[src/rtl/multicycle_ctrl_fsm.sv]
// multicycle_ctrl_fsm
// Control sequencer for the multicycle RISC datapath. Steps each instruction
// through FETCH/DECODE/EXECUTE/MEMORY/WRITEBACK, drives the datapath strobes
// and mux selects, handshakes with memory through mem_ready, traps illegal
// opcodes, bad state codes and memory timeouts, and counts retired instructions.
//
// Parameters
//   MEM_TIMEOUT  max consecutive wait cycles per memory access (0 disables)
//   CNT_W        width of instr_count
//
// Ports
//   clk          rising-edge clock
//   rst          asynchronous active-low reset
//   op_code      opcode field from IR (valid from DECODE until next FETCH completes)
//   zero         ALU zero flag, current cycle
//   mem_ready    memory done; completes the pending access this cycle
//   State        current state code
//   pc_we/pc_src PC write enable / PC source (00 PC+1, 01 branch, 10 jump)
//   ir_we        IR write enable
//   mem_rd/mem_wr memory read / write request
//   alu_src_b    ALU B operand (0 register, 1 immediate)
//   alu_op       00 ADD, 01 SUB, 10 AND
//   reg_we       register file write enable
//   reg_dst      1 rd (R-type), 0 rt (I-type)
//   wb_sel       0 ALUOut, 1 memory data
//   halted       high in HALT
//   illegal      high in ERROR entered on bad opcode or bad state code
//   timeout      high in ERROR entered on memory timeout
//   instr_count  retired-instruction count
module multicycle_ctrl_fsm #(
  parameter int MEM_TIMEOUT = 16,
  parameter int CNT_W       = 16
) (
  input  logic             clk,
  input  logic             rst,
  input  logic [5:0]       op_code,
  input  logic             zero,
  input  logic             mem_ready,
  output logic [4:0]       State,
  output logic             pc_we,
  output logic [1:0]       pc_src,
  output logic             ir_we,
  output logic             mem_rd,
  output logic             mem_wr,
  output logic             alu_src_b,
  output logic [1:0]       alu_op,
  output logic             reg_we,
  output logic             reg_dst,
  output logic             wb_sel,
  output logic             halted,
  output logic             illegal,
  output logic             timeout,
  output logic [CNT_W-1:0] instr_count
);

  typedef enum logic [4:0] {
    IDLE    = 5'd0,
    FETCH   = 5'd1,
    DECODE  = 5'd2,
    EXEC_R  = 5'd3,
    EXEC_I  = 5'd4,
    ALU_WB  = 5'd5,
    ADDR    = 5'd6,
    MEM_RD  = 5'd7,
    LOAD_WB = 5'd8,
    MEM_WR  = 5'd9,
    BRANCH  = 5'd10,
    JUMP    = 5'd11,
    HALT    = 5'd12,
    ERROR   = 5'd13
  } state_t;

  localparam logic [5:0] OP_AND  = 6'h00;
  localparam logic [5:0] OP_ADD  = 6'h01;
  localparam logic [5:0] OP_SUB  = 6'h02;
  localparam logic [5:0] OP_ANDI = 6'h03;
  localparam logic [5:0] OP_ADDI = 6'h04;
  localparam logic [5:0] OP_LW   = 6'h05;
  localparam logic [5:0] OP_SW   = 6'h06;
  localparam logic [5:0] OP_BEQ  = 6'h07;
  localparam logic [5:0] OP_BNE  = 6'h08;
  localparam logic [5:0] OP_JMP  = 6'h09;
  localparam logic [5:0] OP_HALT = 6'h0A;

  // Wide enough to hold MEM_TIMEOUT-1, the last wait cycle before the trap.
  localparam int WAIT_W = (MEM_TIMEOUT < 2) ? 1 : $clog2(MEM_TIMEOUT);

  state_t            state;
  logic [5:0]        op_q;
  logic [WAIT_W-1:0] wait_cnt;
  logic              illegal_q;
  logic              timeout_q;
  logic              in_wait;
  logic              wait_expired;

  assign in_wait = (state == FETCH) || (state == MEM_RD) || (state == MEM_WR);

  // A ready on the final permitted cycle still completes the access.
  assign wait_expired = (MEM_TIMEOUT != 0) && !mem_ready &&
                        (wait_cnt == WAIT_W'(MEM_TIMEOUT - 1));

  function automatic logic [1:0] alu_op_for(input logic [5:0] op);
    case (op)
      OP_AND, OP_ANDI: return 2'b10;
      OP_SUB:          return 2'b01;
      default:         return 2'b00;
    endcase
  endfunction

  // Wait counter restarts on every wait-state entry: it is held at zero
  // outside the wait states and cleared whenever an access completes.
  always_ff @(posedge clk or negedge rst) begin
    if (!rst) begin
      state       <= IDLE;
      op_q        <= '0;
      wait_cnt    <= '0;
      illegal_q   <= 1'b0;
      timeout_q   <= 1'b0;
      instr_count <= '0;
    end else begin
      if (in_wait && !mem_ready) wait_cnt <= wait_cnt + 1'b1;
      else                       wait_cnt <= '0;

      case (state)
        IDLE: state <= FETCH;
        FETCH: begin
          if (mem_ready) state <= DECODE;
          else if (wait_expired) begin
            state     <= ERROR;
            timeout_q <= 1'b1;
          end
        end
        DECODE: begin
          op_q <= op_code;
          case (op_code)
            OP_AND, OP_ADD, OP_SUB: state <= EXEC_R;
            OP_ANDI, OP_ADDI:       state <= EXEC_I;
            OP_LW, OP_SW:           state <= ADDR;
            OP_BEQ, OP_BNE:         state <= BRANCH;
            OP_JMP:                 state <= JUMP;
            OP_HALT:                state <= HALT;
            default: begin
              state     <= ERROR;
              illegal_q <= 1'b1;
            end
          endcase
        end
        EXEC_R, EXEC_I: state <= ALU_WB;
        ADDR: state <= (op_q == OP_LW) ? MEM_RD : MEM_WR;
        MEM_RD: begin
          if (mem_ready) state <= LOAD_WB;
          else if (wait_expired) begin
            state     <= ERROR;
            timeout_q <= 1'b1;
          end
        end
        MEM_WR: begin
          if (mem_ready) begin
            state       <= FETCH;
            instr_count <= instr_count + 1'b1;
          end else if (wait_expired) begin
            state     <= ERROR;
            timeout_q <= 1'b1;
          end
        end
        ALU_WB, LOAD_WB, BRANCH, JUMP: begin
          state       <= FETCH;
          instr_count <= instr_count + 1'b1;
        end
        HALT:  state <= HALT;
        ERROR: state <= ERROR;
        // Codes 14-31 can only arise from a corrupted state register.
        default: begin
          state     <= ERROR;
          illegal_q <= 1'b1;
        end
      endcase
    end
  end

  // Strobes decode straight from the state register so that mem_ready and
  // zero act in the same cycle; IDLE (the reset state) drives nothing.
  always_comb begin
    pc_we     = 1'b0;
    pc_src    = 2'b00;
    ir_we     = 1'b0;
    mem_rd    = 1'b0;
    mem_wr    = 1'b0;
    alu_src_b = 1'b0;
    alu_op    = 2'b00;
    reg_we    = 1'b0;
    reg_dst   = 1'b0;
    wb_sel    = 1'b0;
    case (state)
      FETCH: begin
        mem_rd = 1'b1;
        ir_we  = mem_ready;
        pc_we  = mem_ready;
      end
      EXEC_R: alu_op = alu_op_for(op_q);
      EXEC_I: begin
        alu_src_b = 1'b1;
        alu_op    = alu_op_for(op_q);
      end
      ALU_WB: begin
        reg_we  = 1'b1;
        reg_dst = (op_q == OP_AND) || (op_q == OP_ADD) || (op_q == OP_SUB);
      end
      ADDR:    alu_src_b = 1'b1;
      MEM_RD:  mem_rd = 1'b1;
      LOAD_WB: begin
        reg_we = 1'b1;
        wb_sel = 1'b1;
      end
      MEM_WR:  mem_wr = 1'b1;
      BRANCH: begin
        alu_op = 2'b01;
        pc_src = 2'b01;
        pc_we  = ((op_q == OP_BEQ) && zero) || ((op_q == OP_BNE) && !zero);
      end
      JUMP: begin
        pc_we  = 1'b1;
        pc_src = 2'b10;
      end
      default: ;
    endcase
  end

  assign State   = state;
  assign halted  = (state == HALT);
  assign illegal = illegal_q;
  assign timeout = timeout_q;

endmodule
[config.mk]
export PLATFORM = sky130hd
export DESIGN_NAME = multicycle_ctrl_fsm
export DESIGN_NICKNAME = d
export VERILOG_FILES = /design/src/rtl/multicycle_ctrl_fsm.sv
export SDC_FILE = /design/constraint.sdc
export NUM_CORES = 1
export LEC_CHECK = 0
export CAP_MARGIN = 40
export CORE_MARGIN = 2
export CORE_UTILIZATION = 67
export CTS_CLUSTER_DIAMETER = 50
export DETAILED_ROUTE_END_ITERATION = 7
export DONT_BUFFER_PORTS = 1
export PLACE_DENSITY = 0.83
export SYNTH_ARGS = -nofsm -noshare
export SYNTH_HDL_FRONTEND = slang
export SYNTH_SLANG_ARGS = --single-unit
export TNS_END_PERCENT = 5
[constraint.sdc]
create_clock -name clk -period 5.1 [get_ports clk]
set_clock_uncertainty 0.05 [all_clocks]
set_input_delay 1.02 -clock clk [delete_from_list [all_inputs] [get_ports clk]]
set_output_delay 1.02 -clock clk [all_outputs]
set_load 0.01 [all_outputs]
==> results.json <==
{
  "via_per_inst": 6.81,
  "power_density_nw_per_um2": 269,
  "netlist_area_um2": 1880,
  "hold_viol_final": 0,
  "multi_input_area_um2": 996,
  "die-area_um2": 3240,
  "route.detailed.drc": 0,
  "io_pins": 46,
  "post-route-period-util": 0.617,
  "worstMarginPinSlew_ns": 0.556,
  "syn_nets": 208,
  "rsz0062_at_grt": "no",
  "die_w_um": 56.9,
  "fp-row-count": 19,
  "crit_type": "reg -> out",
  "yosys_warnings": 0,
  "required_ns": 4.03,
  "postSynth.asyncResetShare": 1.00,
  "ys_top_cells_by_area": "dfrtp_1 (44%), xnor2_1 (5.1%), nor2_1 (3.8%)",
  "worst_setup_path_start_kind": "register",
  "dr.pass1.iters": 4,
  "gp_congestion": 0.952,
  "numPortBuffers": 0,
  "dp_slack_ns": 2.10,
  "num-fill-cells": 205,
  "fin_crit_ns": 3.15,
  "clock_latency_ns": 0.33,
  "wire_per_inst_um": 17.7,
  "cts.repair.resized": 0,
  "htreeDepth": 2,
  "crit_arrival_ns": 2.08,
  "dp_hpwl_um": 2940,
  "numCtsBuffers": 5,
  "synth-seq-area-share": 0.440,
  "cts_max_path_buffers": 2,
  "met3_usage": 0.0945,
  "finalSetupTns_ns": 0,
  "cts_tree": "done",
  "end_kind": "output port",
  "gr-total-overflow": 0,
  "n_antenna_cell": 0,
  "finalSetupViolCount": 0,
  "max_freq_mhz": 318,
  "cts.sinks": 33,
  "avgSynthCellArea_um2": 9.58,
  "met1_usage": 0.326,
  "slew_viol_final": 0,
  "synth_edf_count": 0,
  "yosysUniqueCellTypes": 50,
  "grt_usage": 0.272,
  "fp.dieH_um": 56.9,
  "areaGrowthSynthToFinish_pct": 4.33,
  "cts_setup_buffers": 0,
  "wl_um": 4040,
  "drive_gt1_frac": 0.122,
  "ant_nets": 0,
  "synth_top_area_share": 0.440,
  "p_leak_nw": 0.791,
  "hold_class": "in -> async",
  "dr_total_vias": 1553,
  "drv_cap": 0,
  "setup_ws_ns": 1.95,
  "initial_utilization": 0.693,
  "grt_busiest_layer": "met2",
  "grt_pass1_wl_um": 6710,
  "root_buffer": "clkbuf_4",
  "drt_iter0_drc": 241,
  "core_area_um2": 2710,
  "synth-seq-cells": 33,
  "regArea_um2": 826,
  "gr-usage-met2": 0.420,
  "antenna_found_initial": 0,
  "crit_fanout": 17,
  "finalPower_mw": 0.527,
  "synth_top_area_cell": "dfrtp_1",
  "finalNetCount": 208,
  "synthCells": 196,
  "status": "complete, no violations",
  "ir_drop_v": 0.000272,
  "grt_max_degree": 34,
  "synthFlopType": "dfrtp_1",
  "grt_pass1_vias": 1516,
  "hold_buffers": 0,
  "clk_pin_slew_ns": 0.10,
  "relSlewSlack": 0.629
}
[final timing paths]
| path | start | to | slack, ns | cells after the start |
|---|---|---|---|---|
| worst min register to register | wait_cnt[0]$_DFF_PN0_ | wait_cnt[0]$_DFF_PN0_ | 0.43 | 1 |
| worst min-delay path | rst | State[3]$_DFF_PN0_ | 0.32 | 0 |
| worst max register to register | State[3]$_DFF_PN0_ | instr_count[15]$_DFFE_PN0P_ | 2.82 | 4 |
| min in group clk | wait_cnt[0]$_DFF_PN0_ | wait_cnt[0]$_DFF_PN0_ | 0.43 | 1 |
| max in group asynchronous | rst | op_q[4]$_DFFE_PN0P_ | 4.59 | 0 |
| worst max-delay path | State[1]$_DFF_PN0_ | alu_op[0] | 1.95 | 4 |
[worst max-delay path, stage by stage (launching register included)]
cell and delay (ns):
dfrtp_1 0.60, or2_2 0.43, mux2i_1 0.15, nand3_1 0.14, o32ai_1 0.42
[routing by layer]
| layer | share of wire | vias up |
|---|---|---|
| li1 | - | 716 |
| met1 | 0.42 | 754 |
| met2 | 0.48 | 70 |
| met3 | 0.070 | 13 |
| met4 | 0.030 | 0 |
| met5 | 0 | - |
[layout by cell type, fill, tap and decap left out, types with 4 or more instances in the layout]
| cell | instances |
|---|---|
| mux2_2 | 6 |
| nand2_1 | 13 |
| nor4_1 | 7 |
| xnor2_1 | 11 |
| a21oi_1 | 5 |
| nor3_1 | 5 |
| o21ai_0 | 6 |
| inv_1 | 6 |
| and3_1 | 4 |
| nand4_1 | 6 |
| dfrtp_1 | 33 |
| nand3_1 | 10 |
| nor2_1 | 19 |
| clkbuf_4 | 5 |
| or2_2 | 4 |
| xor2_1 | 7 |
[cells in the mapped netlist, types with 2 or more instances]
cell type and instances:
nand4_1 6, nand2b_1 3, or3b_1 2, or2_2 4, mux2_2 6, nor3b_1 2, nor3_1 5, xnor2_1 11
a21oi_1 5, inv_1 6, dfrtp_1 33, and3_1 4, o211ai_1 2, or4b_2 2, and4_1 3, buf_2 2
nor4_1 7, nor2_1 19, nand3_1 10, nand2_1 13, xor2_1 7, o21ai_0 6, o21bai_1 2, ha_1 2
o32ai_1 2, clkbuf_1 6, mux2i_1 3
[cell type report]
cell class	count	share of cell area
Multi-Input combinational cell	149	0.509
Sequential cell	33	0.422
Clock buffer	7	0.0332
Tap cell	31	0.0198
Inverter	6	0.0115
Clock inverter	1	0.00256
Timing Repair Buffer	1	0.00256
[logic make-up (layout without fill, tap and decap cells)]
kind of cell,count (synthesis),in the layout,synth area share
simple gates,87,87,0.256
compound gates,32,32,0.123
other cells,1,1,0.00200
buf+inv,14,15,0.0293
xor+xnor,18,18,0.0840
mux,9,9,0.0520
flops,33,33,0.440
fa+ha+maj,2,2,0.0133
[report_power, final]
part	total [mW]	switching (mW)	internal (mW)
Clock	0.165	0.0855	0.0799
Sequential	0.311	0.0355	0.275
Combinational	0.0507	0.0269	0.0238
[per-stage QoR]
stage	cells	hold WS, ns	utilization	instance area [um^2]
2_1_floorplan	196	0.383	-	1880
3_3_place_gp	219	0.398	0.695	1880
3_5_place_dp	220	0.414	0.697	1890
4_1_cts	228	0.299	0.723	1960
5_1_grt	228	0.288	0.723	1960
6_report	228	0.315	0.723	1960
[sequential cells by signal (all words and copies together) (netlist names)]
| name | cells |
|---|---|
| wait_cnt | 4 |
| State | 5 |
| instr_count | 16 |
| illegal | 1 |
| op_q | 6 |
| timeout | 1 |
No activity file was read; power rests on OpenSTA's default activity.
